[config.mk]
export PLATFORM = sky130hd
export DESIGN_NAME = rf_writeback_queue
export DESIGN_NICKNAME = d
export VERILOG_FILES = /design/src/rtl/risc16_pkg.sv /design/src/rtl/wbq_fwd_match.sv /design/src/rtl/rf_writeback_queue.sv
export SDC_FILE = /design/constraint.sdc
export NUM_CORES = 1
export LEC_CHECK = 0
export CORE_MARGIN = 2
export CORE_UTILIZATION = 55
export CTS_CLUSTER_SIZE = 30
export DETAILED_ROUTE_END_ITERATION = 7
export PLACE_DENSITY = 0.82
export SLEW_MARGIN = 20
export SYNTH_ARGS = -nofsm -noshare
export SYNTH_HDL_FRONTEND = slang
export SYNTH_SLANG_ARGS = --single-unit
[constraint.sdc]
create_clock -name clk -period 3.58 [get_ports clk]
set_input_delay 0.716 -clock clk [delete_from_list [all_inputs] [get_ports clk]]
set_output_delay 0.716 -clock clk [all_outputs]
set_load 0.05 [all_outputs]
[src/rtl/risc16_pkg.sv]
// Shared types and sizes for the 16-bit RISC core: register file geometry and
// the write-back entry format used by the write-back queue, register file and decode.
// No logic; constants and typedefs only.
package risc16_pkg;

  localparam int REG_ADDR_W = 4;
  localparam int DATA_W     = 16;
  localparam int NUM_REGS   = 16;

  // One pending register-file write: destination index plus data.
  typedef struct packed {
    logic [REG_ADDR_W-1:0] rd;
    logic [DATA_W-1:0]     data;
  } wb_entry_t;

endpackage

[src/rtl/wbq_fwd_match.sv]
// Purpose: youngest-first match of a register index against the occupied queue entries.
// Latency: purely combinational.
// Backpressure: none; only observes queue state.
//
// Ports:
//   entries  - full entry storage array (indexed by physical slot)
//   rd_ptr   - slot of the oldest occupied entry
//   count    - number of occupied entries
//   query    - register index being read
//   hit      - some occupied entry targets query
//   data     - data of the youngest such entry (0 when no hit)
module wbq_fwd_match
  import risc16_pkg::*;
#(
  parameter int DEPTH = 4,
  localparam int PW   = $clog2(DEPTH),
  localparam int CW   = PW + 1
) (
  input  wb_entry_t             entries [DEPTH],
  input  logic [PW-1:0]         rd_ptr,
  input  logic [CW-1:0]         count,
  input  logic [REG_ADDR_W-1:0] query,
  output logic                  hit,
  output logic [DATA_W-1:0]     data
);

  logic [PW-1:0] slot;

  // Walk entries oldest to youngest; a later match overwrites an earlier one,
  // so the youngest match is what remains at the end of the loop.
  always_comb begin
    hit  = 1'b0;
    data = '0;
    slot = '0;
    for (int i = 0; i < DEPTH; i++) begin
      slot = rd_ptr + PW'(i);
      if (CW'(i) < count) begin
        if (entries[slot].rd == query) begin
          hit  = 1'b1;
          data = entries[slot].data;
        end
      end
    end
  end

endmodule

[src/rtl/rf_writeback_queue.sv]
// Purpose: in-order buffered write-back into the register file with read forwarding.
// Latency: accepted write drains one cycle later (next edge) unless rf_hold is set.
// Backpressure: in_ready drops when all DEPTH entries are occupied; no same-cycle pass-through.
//
// Ports:
//   clk, rst                     - core clock, async active-high reset
//   in_valid/in_ready/in_rd/in_data - write request handshake from execute/memory
//   rf_hold                      - freeze draining (acceptance continues while not full)
//   rf_rd/rf_rw/rf_wr            - register file write port (Rd/RW/wr)
//   rs/rt                        - read indices (also feed register file Rs/Rt)
//   rf_rout1/rf_rout2            - raw register file read data
//   rout1/rout2                  - read data with pending writes forwarded
//   count/empty                  - occupancy status
module rf_writeback_queue
  import risc16_pkg::*;
#(
  parameter int DEPTH = 4,
  localparam int PW   = $clog2(DEPTH),
  localparam int CW   = PW + 1
) (
  input  logic                  clk,
  input  logic                  rst,
  input  logic                  in_valid,
  input  logic [REG_ADDR_W-1:0] in_rd,
  input  logic [DATA_W-1:0]     in_data,
  output logic                  in_ready,
  input  logic                  rf_hold,
  output logic [REG_ADDR_W-1:0] rf_rd,
  output logic [DATA_W-1:0]     rf_rw,
  output logic                  rf_wr,
  input  logic [REG_ADDR_W-1:0] rs,
  input  logic [REG_ADDR_W-1:0] rt,
  input  logic [DATA_W-1:0]     rf_rout1,
  input  logic [DATA_W-1:0]     rf_rout2,
  output logic [DATA_W-1:0]     rout1,
  output logic [DATA_W-1:0]     rout2,
  output logic [CW-1:0]         count,
  output logic                  empty
);

  wb_entry_t     mem [DEPTH];
  wb_entry_t     head;
  logic [PW-1:0] wr_ptr;
  logic [PW-1:0] rd_ptr;
  logic [CW-1:0] cnt;
  logic          enq;
  logic          drn;

  logic                fwd1_hit;
  logic                fwd2_hit;
  logic [DATA_W-1:0]   fwd1_data;
  logic [DATA_W-1:0]   fwd2_data;

  // Status and handshake: all from registered state only.
  assign empty    = (cnt == '0);
  assign count    = cnt;
  assign in_ready = (cnt < CW'(DEPTH));
  assign enq      = in_valid && in_ready;
  assign drn      = !empty && !rf_hold;

  // Write port: head entry is shown whenever the queue is non-empty, even
  // while held, so the register file sees stable values before wr rises.
  assign head  = mem[rd_ptr];
  assign rf_wr = drn;
  assign rf_rd = empty ? '0 : head.rd;
  assign rf_rw = empty ? '0 : head.data;

  // Entry storage carries no reset: occupancy comes from the pointers/count.
  always_ff @(posedge clk) begin
    if (enq) begin
      mem[wr_ptr] <= '{rd: in_rd, data: in_data};
    end
  end

  // Pointers wrap naturally because DEPTH is a power of two.
  always_ff @(posedge clk or posedge rst) begin
    if (rst) begin
      wr_ptr <= '0;
      rd_ptr <= '0;
      cnt    <= '0;
    end else begin
      if (enq) begin
        wr_ptr <= wr_ptr + PW'(1);
      end
      if (drn) begin
        rd_ptr <= rd_ptr + PW'(1);
      end
      unique case ({enq, drn})
        2'b10:   cnt <= cnt + CW'(1);
        2'b01:   cnt <= cnt - CW'(1);
        default: cnt <= cnt;
      endcase
    end
  end

  // Forwarding includes the entry draining this cycle: the register file
  // only takes the new value at the coming edge.
  wbq_fwd_match #(.DEPTH(DEPTH)) u_fwd_rs (
    .entries (mem),
    .rd_ptr  (rd_ptr),
    .count   (cnt),
    .query   (rs),
    .hit     (fwd1_hit),
    .data    (fwd1_data)
  );

  wbq_fwd_match #(.DEPTH(DEPTH)) u_fwd_rt (
    .entries (mem),
    .rd_ptr  (rd_ptr),
    .count   (cnt),
    .query   (rt),
    .hit     (fwd2_hit),
    .data    (fwd2_data)
  );

  assign rout1 = fwd1_hit ? fwd1_data : rf_rout1;
  assign rout2 = fwd2_hit ? fwd2_data : rf_rout2;

endmodule

Yosys cells after proc, flatten, opt, wreduce, memory -nomap -nowiden:

Index checks and enable logic that the tools add are counted.

* bits in registers: 87
* input port bits: 64
* output and inout bits: 58
* logic and storage cells: 102

* $add $sub $neg: 6
* magnitude comparators: 11
* equality and inequality tests: 10
* muxes and demuxes: 52
* bitwise logic cells: 5
* reductions and logical operators: 7

Operators by type and width (count)
* $mux W16: 19
* $mux W20: 9
* $bmux W20 S2: 4
* $bwmux W80: 1
* $demux W20 S2: 1
* $eq A4 B4 Y1: 8
* $mux W1: 16
* $ge A3 B3 Y1 const B: 5
* $not A2 Y3: 5
* $lt A1 B3 Y1 const A: 2
* $lt A2 B3 Y1 const A: 2
* $pmux W3 S2: 1
* $add A2 B1 Y2 const B: 2
* $add A2 B2 Y2 const B: 2
* $mux W4: 1
* $add A3 B1 Y3 const B: 1
* $logic_and A1 B1 Y1: 3
* $logic_not A3 Y1: 1
* $lt A3 B1 Y1 const B: 1
* $lt A3 B3 Y1 const B: 1
* $sub A3 B1 Y3 const B: 1
* $eq A2 B1 Y1 const B: 1
* $eq A2 B2 Y1 const B: 1
* $logic_not A1 Y1: 2
* $reduce_bool A2 Y1: 1

Logic depth before layout (Yosys ltp):

* word-level depth: 14
* depth in mapped cells: 11

Cells and area by module:

Synthesis repeated with hierarchy kept, for this count alone.

* cells, all modules: 818
* area, all modules: 8712.1 sq um

Modules (own cells, without submodules)
* wbq_fwd_match: times used 2, cells each 308, area each 2447.3 sq um, sequential area each 0.0 sq um
* rf_writeback_queue: times used 1, cells each 202, area each 3817.4 sq um, sequential area each 2577.5 sq um

Worst setup path before layout:

OpenSTA, ideal clock, no wires.

* path kind: reg2out
* from: register cnt[2] (netlist: count[2])
* to: output port rout2[3]
* data arrival time: 3.261 ns
* required time: 2.864 ns
* path slack: -0.397 ns
* stages on the path, launching flop included: 9
* buffers on the path: 2
* cells stage by stage: dfrtp_1 -> inv_1 -> o21ai_0 -> clkbuf_1 -> buf_1 -> o211ai_1 -> nor2_1 -> o311ai_0 -> a31oi_1

* word-level cells in the longest chain between the ends: 9
* elaborated cells on any way between the ends: 19
* those cells by class: order compare (4); mux (15)

Ends and longest elaborated chain
* start: declaration: line rf_writeback_queue.sv:45 `logic [CW-1:0] cnt;`
* start signal: assignment: line rf_writeback_queue.sv:89 `2'b10: cnt <= cnt + CW'(1);`
* start signal: assignment: line rf_writeback_queue.sv:90 `2'b01: cnt <= cnt - CW'(1);`
* start signal: assignment: line rf_writeback_queue.sv:91 `default: cnt <= cnt;`
* $lt A1 B3 Y1: line wbq_fwd_match.sv:37 `if (CW'(i) < count) begin`
* $mux W16 / $mux W1 (equally long branches): line wbq_fwd_match.sv:37
* $mux W16 / $mux W1 (equally long branches): line wbq_fwd_match.sv:38 `if (entries[slot].rd == query) begin`
* $mux W16 / $mux W1 (equally long branches): line wbq_fwd_match.sv:37
* $mux W16 / $mux W1 (equally long branches): line wbq_fwd_match.sv:38
* $mux W16 / $mux W1 (equally long branches): line wbq_fwd_match.sv:37
* $mux W16 / $mux W1 (equally long branches): line wbq_fwd_match.sv:38
* $mux W16 / $mux W1 (equally long branches): line wbq_fwd_match.sv:37
* $mux W16 (*): line rf_writeback_queue.sv:117 `assign rout2 = fwd2_hit ? fwd2_data : rf_rout2;`
* end: declaration: line rf_writeback_queue.sv:36 `output logic [DATA_W-1:0] rout2,`

Mark *: on every way between the ends. The rest lies on a longest branch, timed or not.

Final worst setup path:

* from: register rd_ptr[0]
* to: output port rout2[14]

* word-level cells in the longest chain between the ends: 14
* elaborated cells on any way between the ends: 40
* those cells by class: add/sub (3); eq/ne (4); mux (29); bitwise (4)

Ends and longest elaborated chain
* start: declaration: line rf_writeback_queue.sv:44 `logic [PW-1:0] rd_ptr;`
* start signal: assignment: line rf_writeback_queue.sv:86 `rd_ptr <= rd_ptr + PW'(1);`
* parallel branches: the longest is 13 deep, another holds $add A2 B1 Y2
* $mux W16 (*): line rf_writeback_queue.sv:117

Every way passes the cells marked *. The select of a mux whose other input is x is not followed.

==> out/results.txt <==
status: complete, but fails checks
failing checks: setup timing
grt total ovfl: 0
Fin Clk Skew: 8.83 ps
critical path fanouts, max: 9
most frequent cells in the layout: nand2_1 (82), edfxtp_1 (80), clkdlybuf4s50_1 (73), mux2i_1 (63), buf_4 (61)
Least-Margin Pin Slew: 672 ps
RSZ-0062 raised after global routing: yes
fin crit period: 3740 ps
DR DRC count: 0
Layout area overhead: 47.3%
Vias: 7,178
register area share after synthesis: 0.353
worst reg2reg startpoint: count[1]
Die Area: 0.0142 mm^2
CTS tree: built
DRT Wirelength: 27.2 mm
average wire per standard cell: 25.2 um
Top FF cell, synth: edfxtp_1
Post-Syn Nets: 814
final setup margin: -164 ps
FF-to-FF setup slack: 1240 ps
Startpoint Class: flip-flop
vias in the first global route: 6,838
Avg Inst Size Synth: 9.86 um^2
Clk Latency, worst-skew pair: 340 ps
largest net degree at the start of global routing: 50
layout cell share with drive strength beyond 1: 0.368
most common cell after layout, fill and taps aside: nand2_1
Hold Fails Final Rpt: 0
global-route usage over all layers: 0.365
Finished Layout Cells: 1,082
vias per cell: 6.63
Final Cycle Share: 1.05
# setup viols final: 32
Die Height: 119 um
initial core utilization: 0.559
relative slew slack: 0.547
Unique masters post-synth: 45
CTS buffer count: 9
Slew Limit Fails: 0
clock sinks: 87
initial antenna violation count: 0
clk root buf: clkbuf_16
first-pass GRT wire length: 39.9 mm
Placed Cells: 1,037
Sum Neg Setup Slack: -4100 ps
MaxCap Viol Count: 0
die extent in x: 119 um
Placer Congestion: 0.962
Yosys reg bits: 87
Core ar.: 0.0131 mm^2
critical path endpoint category: output port
IO Count: 122
Max Freq: 0.267 GHz
Final #Nets: 974
initial DRC count: 827
remaining antenna violation count: 0
Crit path arrival time: 3030 ps
Mapped Cells: 741
Synthesis Warnings: 0
Max Root-Sink Buffers: 2
Pre-Repair DR Iteration Count: 6
Synth async-reset ratio: 0.0805
row count: 42
Mapped Area: 0.00731 mm^2
reg2reg path depth: 8
IO Port Bufs: 121
Hold Path Class: in2async
Ant. Diodes: 0
hold buffer count at CTS: 0
DP Wirelength: 17.2 mm
Crit Path Class: reg2out
H-tree levels: 3
Worst R2R End: count[2]
Data required, critical path: 2860 ps
number of flops mapped to enable cells by yosys: 80
clock-pin slew on the worst setup and hold paths: 60 ps
[routing by layer]
layer	up-vias	wire length (um)	GRT usage
li1	3118	-	-
met3	56	3020	0.0709
met1	3430	10800	0.512
met2	574	12800	0.583
met5	-	0	0
met4	0	627	0.0915
[worst max-delay path, stage by stage, from the launching register on]
cell and delay (ps):
dfrtp_2 460, buf_4 160, mux4_2 620, and3_2 320, buf_4 170, nor2_8 80
o2bb2ai_4 60, or2_4 300, buf_12 170, a31oi_4 150, buf_6 170
[sequential cells by signal, indices dropped and copies added (netlist names)]
register  flops
rd_ptr        2
wr_ptr        2
count         3
mem          80
[timing repair]
action,in CTS,in global routing
pin swaps,31,22
resized for setup,98,62
cloned,4,2
endpoints found under the setup margin,32,32
hold endpoints to repair,0,0
buffers inserted,11,12
[cell families after synthesis]
group                      count (synthesis)  share of synthesized area
DFF                                       87                      0.353
buffers and inverters                     78                     0.0584
muxes                                    100                      0.168
and+or+nand+nor                          265                      0.187
adders and majority gates                  9                     0.0154
AOI/OAI and AO/OA                        168                      0.178
xor gates and xnor gates                  34                     0.0407
[area by class of cell]
cell class              instances  area (um^2)
multi-input cells             577         5130
flip-flops and latches         87         2580
repair buffers                217         2510
fillers                       703         2320
clock buffers                  10          229
well taps                     176          220
clock inverters                 6         51.3
inverters                       9         33.8
[cell usage after synthesis, types with 4 or more instances]
cell type	number	area [um^2]
nand2_1	82	308
edfxtp_1	80	2400
mux2i_1	67	671
nor2_1	35	131
nor3_1	33	165
o21ai_0	33	165
a211oi_1	32	240
nand3_1	32	160
clkbuf_1	31	116
xnor2_1	30	263
o311ai_1	27	236
nor2b_1	22	138
a31oi_2	20	250
o21ai_1	19	95.1
mux2_2	17	191
o211ai_1	16	120
mux4_2	15	338
or2_2	15	93.8
buf_2	14	70.1
or2_1	13	81.3
a31oi_1	12	75.1
buf_6	12	135
ha_1	9	113
inv_1	9	33.8
buf_4	7	52.6
dfrtp_1	7	175
or2_0	6	37.5
and2_1	5	31.3
buf_1	5	18.8
o311ai_0	5	43.8
and3_1	4	25.0
xor2_1	4	35.0
[how the worst max path moves through the flow]
| stage | start | endpoint | slack, ps | cells after the start |
|---|---|---|---|---|
| after CTS | rd_ptr[0] | rout2[2] | -100 | 12 |
| after global placement | rt[2] | rout2[2] | -120 | 7 |
| after detailed placement | rs[2] | rout1[10] | -60 | 8 |
| after floorplan | count[2] | rout2[3] | -100 | 8 |
| after global routing | rd_ptr[0] | rout2[11] | -250 | 10 |
| final | rd_ptr[0] | rout2[14] | -160 | 10 |
[per-stage QoR]
stage	utilization	area (um^2)	hold WS, ps	setup slack [ps]
after floorplan	-	7570	519	-99.8
after global placement	0.716	9370	601	-120
after detailed placement	0.716	9370	638	-60.9
after CTS	0.791	10300	623	-102
after global routing	0.823	10800	678	-246
final	0.823	10800	635	-164
Power is left out: the tool's default activity adds up to more than one toggle a clock period on the data nets, which glitch-free logic cannot reach.
